**src/rtl/sat_counter.sv**
```systemverilog
// Up-counter that sticks at all-ones instead of wrapping; clr wins over inc.
module sat_counter #(
    parameter int W = 16
) (
    input  logic         clk,
    input  logic         reset,
    input  logic         inc,
    input  logic         clr,
    output logic [W-1:0] count
);

    // count up on inc, hold at the maximum value, zero on clr or reset
    always_ff @(posedge clk or negedge reset) begin
        if (!reset)
            count <= '0;
        else if (clr)
            count <= '0;
        else if (inc && (count != {W{1'b1}}))
            count <= count + 1'b1;
    end

endmodule

```
**config.mk**
```make
export PLATFORM = sky130hd
export DESIGN_NAME = sat_counter
export DESIGN_NICKNAME = d
export VERILOG_FILES = /design/src/rtl/sat_counter.sv
export SDC_FILE = /design/constraint.sdc
export NUM_CORES = 1
export LEC_CHECK = 0
export BUFFER_PORTS_ARGS = -buffer_cell sky130_fd_sc_hd__buf_4
export CAP_MARGIN = 20
export CORE_UTILIZATION = 40
export CTS_BUF_LIST = sky130_fd_sc_hd__clkbuf_4 sky130_fd_sc_hd__clkbuf_8
export CTS_CLUSTER_DIAMETER = 60
export DETAILED_ROUTE_END_ITERATION = 10
export PLACE_DENSITY = 0.61
export SYNTH_ARGS = -nofsm -noshare
export SYNTH_HDL_FRONTEND = slang
export SYNTH_SLANG_ARGS = --single-unit
```
**constraint.sdc**
```tcl
create_clock -name clk -period 4.05 [get_ports clk]
set_clock_uncertainty 0.15 [all_clocks]
set_input_delay 0.405 -clock clk [delete_from_list [all_inputs] [get_ports clk]]
set_output_delay 0.405 -clock clk [all_outputs]
set_load 0.03 [all_outputs]
```
# --- Word level (Yosys, flattened, before mapping) ---
# Cells that the tools add are included.
word_totals:
  output_inout_bits: 16
  word_cells: 7
  in_bits: 4
  regBits: 16
classes:
  reduce_logical: 2
  mux: 2
  n_addsub: 1
  eq_ne: 1
op_table:
  columns: ["operator", "n"]
  rows:
  - ["2-to-1 mux 16 bit", 2]
  - ["adder 16 x 1 -> 16 bit, second input constant", 1]
  - ["inequality test 16 bit, second input constant", 1]
  - ["nonzero test 2 bit", 1]
  - ["logical AND 1 bit", 1]

# --- Depth between registers and ports, before layout ---
depth:
  word_depth: 4
  mapped_depth: 6
  depth_no_buf: 5

# --- Worst setup path after synthesis ---
# No wires, ideal clock.
synth_timing:
  path_type: "register -> register"
  startpoint: "reg count[0]"
  endpoint: "reg count[15]"
  required_time_ns: 3.772
  arrival_ns: 1.834
  setup_ns: 0.128
  stages_incl_launch_ff: 6
  synth_period_minus_slack_ns: 2.111
  n_path_buf: 0
  slack_ns: 1.939
  path_cell_list: "dfrtp_1 > ha_1 > nand4_2 > nor4_4 > nor4_1 > mux2_1"
synth_between:
  elab_chain_cells: 3
  elab_cells_between_ends: 6
  classes_between: "add/sub: 1; eq/ne: 1; mux: 2; reduce/logical: 2"
synth_rtl:
  columns: ["element", "line", "text"]
  rows:
  - ["start: declaration", "9", "output logic [W-1:0] count"]
  - ["start signal: assignment", "19", "count <= count + 1'b1;"]
  - ["adder 16 x 1 -> 16 bit or inequality test 16 bit (tied branches)", "19, 18", null]
  - ["2-to-1 mux 16 bit or logical AND 1 bit (tied branches)", "18", "else if (inc && (count != {W{1'b1}}))"]
  - ["2-to-1 mux 16 bit or nonzero test 2 bit (tied branches)", null, null]
# Parallel ways exist; a longest one is shown, timed or not. The select of a mux whose other input is x is not followed.
# A chain may end at the register's enable or synchronous reset.

# --- Worst setup path in the final report ---
# Same ends and word-level chain as after synthesis.

==> out/results.ini <==
[logic_synthesis]
syn_nets = 103
synth_compound_area_frac = 0.162
ys_ff_latch = 16
synth_warnings = 0
yosysSeqAreaShare = 0.425
synth.distinct_cells = 28
synth-simple-area-share = 0.312
synth_enable_flop_cells = 0
ys_async_sr_fraction = 1.00
synth.avg_cell_area_um2 = 9.61
synthFlopType = dfrtp_1
synth_xor_area_frac = 0
synthCells = 98
synthAdderAreaFrac = 0.0133
synth_top_family_by_area = simple AND/OR/NAND/NOR gates
synthesis.area_um2 = 942
synthMuxAreaShare = 0.0478

[timing]
relSlewSlack = 0.458
setup_viol = 0
drv_slew = 0
fmax_mhz = 423
setup-tns-final_ns = 0
hold_violations = 0
finalCriticalPeriod_ns = 2.36
worstMarginPinSlew_ns = 0.807
rsz0062_at_grt = false
fin_crit_sh = 0.583

[detailed_routing]
routed_wl_mm = 2.08
ant_nets = 0
first_pass_iters = 4
wl_per_cell_um = 14.5
avgViaCountPerCell = 5.97
drtIter0Drc = 18
vias = 859
route.detailed.drc = 0

[finish]
nNetsFinal = 123
multi_input_area_um2 = 504
layout_commonest_cell = buf_4
layout-drive-gt1-share = 0.267
final_cell_mix = buf_4 (19), dfrtp_1 (16), a21oi_1 (11), o31ai_1 (7)
largest_register_ffs = 16
syn_to_final_growth_pct = 19.5
top_register = count
fillers = 216
finalNonFillerCells = 144
regArea_um2 = 400
diodes = 0
top_regs = count x16
final_area_um2 = 1130

[place]
place_area_um2 = 1090
dp_cells = 140
hpwlAfterDp_mm = 1.44
numPortBuffers = 19
globalplace.congestion = 0.752

[worst_setup_path]
r2r_cells = 5
crit_type = flop to flop
startpoint = count[0]
r2r-end = count[15]
worstSetupEndpoint = count[15]
critPathArrivalTime_ns = 2.39
rr_startpoint = count[0]
crit_path_end_kind = flop
startpoint_type = flop
r2r_setup_slack_ns = 1.69
critPathMaxFanout = 19
crit_required_ns = 4.08

[clock_tree]
clk_pin_slew_worst_paths_ns = 0.09
clock-sinks = 16
cts-root-buf = clkbuf_4
cts_tree = yes
clk_path_buf_depth = 2
cts_setup_buffers = 0
clkLatencyLatePin_ns = 0.29
cts_buffers = 3
cts_resized = 0
htree_levels = 1

[die]
start_util = 0.426
core_um2 = 2210
die-area_um2 = 2550
die_y_um = 50.5
die_w_um = 50.5
io_pins = 20
rows = 17

[power_and_ir_drop]
powerDensity_nw_per_um2 = 240
power.leakage_nw = 0.491
irDropWorstVdd_mv = 0.170

[global_routing]
grt_use_total = 0.179
gr-max-usage-layer = met2
grt-ovfl-total = 0
grt_pass1_vias = 696
use_met3 = 0.0303
antenna_found_initial = 0
grt_max_degree = 23
grt_pass1_wl_mm = 3.33
use_met1 = 0.222
gr-usage-met2 = 0.293

[outcome]
outcome = finished clean

[hold_path]
hold_class = primary input to flop

[run]
cap_violations = 0

repair_timing:
| item | in CTS | in global routing |
|---|---|---|
| hold buffers | 1 | 0 |
| endpoints found under the hold margin | 16 | 0 |
| endpoints found under the setup margin | 0 | 0 |
per-stage QoR:
step                setup slack, ns  total power [W]  hold WS [ns]  utilization
floorplan                      1.94         0.000178       -0.0406            -
global placement               1.76         0.000188         0.132        0.494
detailed placement             1.69         0.000188         0.128        0.494
CTS                            1.66         0.000275         0.257        0.509
global route                   1.54         0.000280         0.281        0.509
finish                         1.69         0.000270         0.260        0.509
cell type report:
cell class	instances	area share
Clock buffer	3	0.0200
Inverter	3	0.0100
Multi-Input combinational cell	74	0.448
Sequential cell	16	0.356
Tap cell	28	0.0311
Timing Repair Buffer	20	0.136
how the worst min path moves through the flow:
stage	start	end	slack [ns]	depth (start not counted)
after floorplan	reset	count[0]	-0.04	0
after global placement	reset	count[15]	0.13	1
after detailed placement	reset	count[15]	0.13	1
after CTS	inc	count[1]	0.26	3
after global routing	inc	count[1]	0.28	3
final	inc	count[1]	0.26	3
power breakdown:
part / switching [W] / internal [W] / total [W]
registers: 0.00000207 / 0.000161 / 0.000163
logic: 0.0000150 / 0.00000692 / 0.0000219
clock network: 0.0000505 / 0.0000346 / 0.0000851
total: 0.0000676 / 0.000203 / 0.000270
synth_stat cells (all sizes together) (3+ instances only):
master  count  share of area
a21oi      11          0.058
clkbuf      4          0.016
dfrtp      16           0.42
inv         3          0.012
mux2        4          0.048
nand2       6          0.024
nand3       3          0.016
nand4       7          0.053
nor2        4          0.016
nor2b       4          0.027
nor4        5          0.049
o21ai       4          0.021
o31ai       7          0.056
or3         3          0.021
or4         7          0.058
logic make-up (layout without fill, tap and decap cells):
| group | count (synthesis) | in the layout |
|---|---|---|
| AOI/OAI and AO/OA | 24 | 24 |
| and+or+nand+nor | 45 | 45 |
| muxes | 4 | 4 |
| DFF | 16 | 16 |
| adders and majority gates | 1 | 1 |
| buffers and inverters | 8 | 26 |
per-layer routing:
metal	vias to the layer above	share of wire
met5	-	0
met4	0	0.016
met3	4	0.040
met2	22	0.48
met1	415	0.47
li1	418	-
worst max-delay path, stage by stage, from the launching register on:
cell,delay [ns]
dfrtp_1,0.44
ha_1,0.25
nand4_2,0.14
nor4_4,0.76
nor4_1,0.17
mux2_1,0.34
Note: power is estimated with default switching activity, not from simulation.
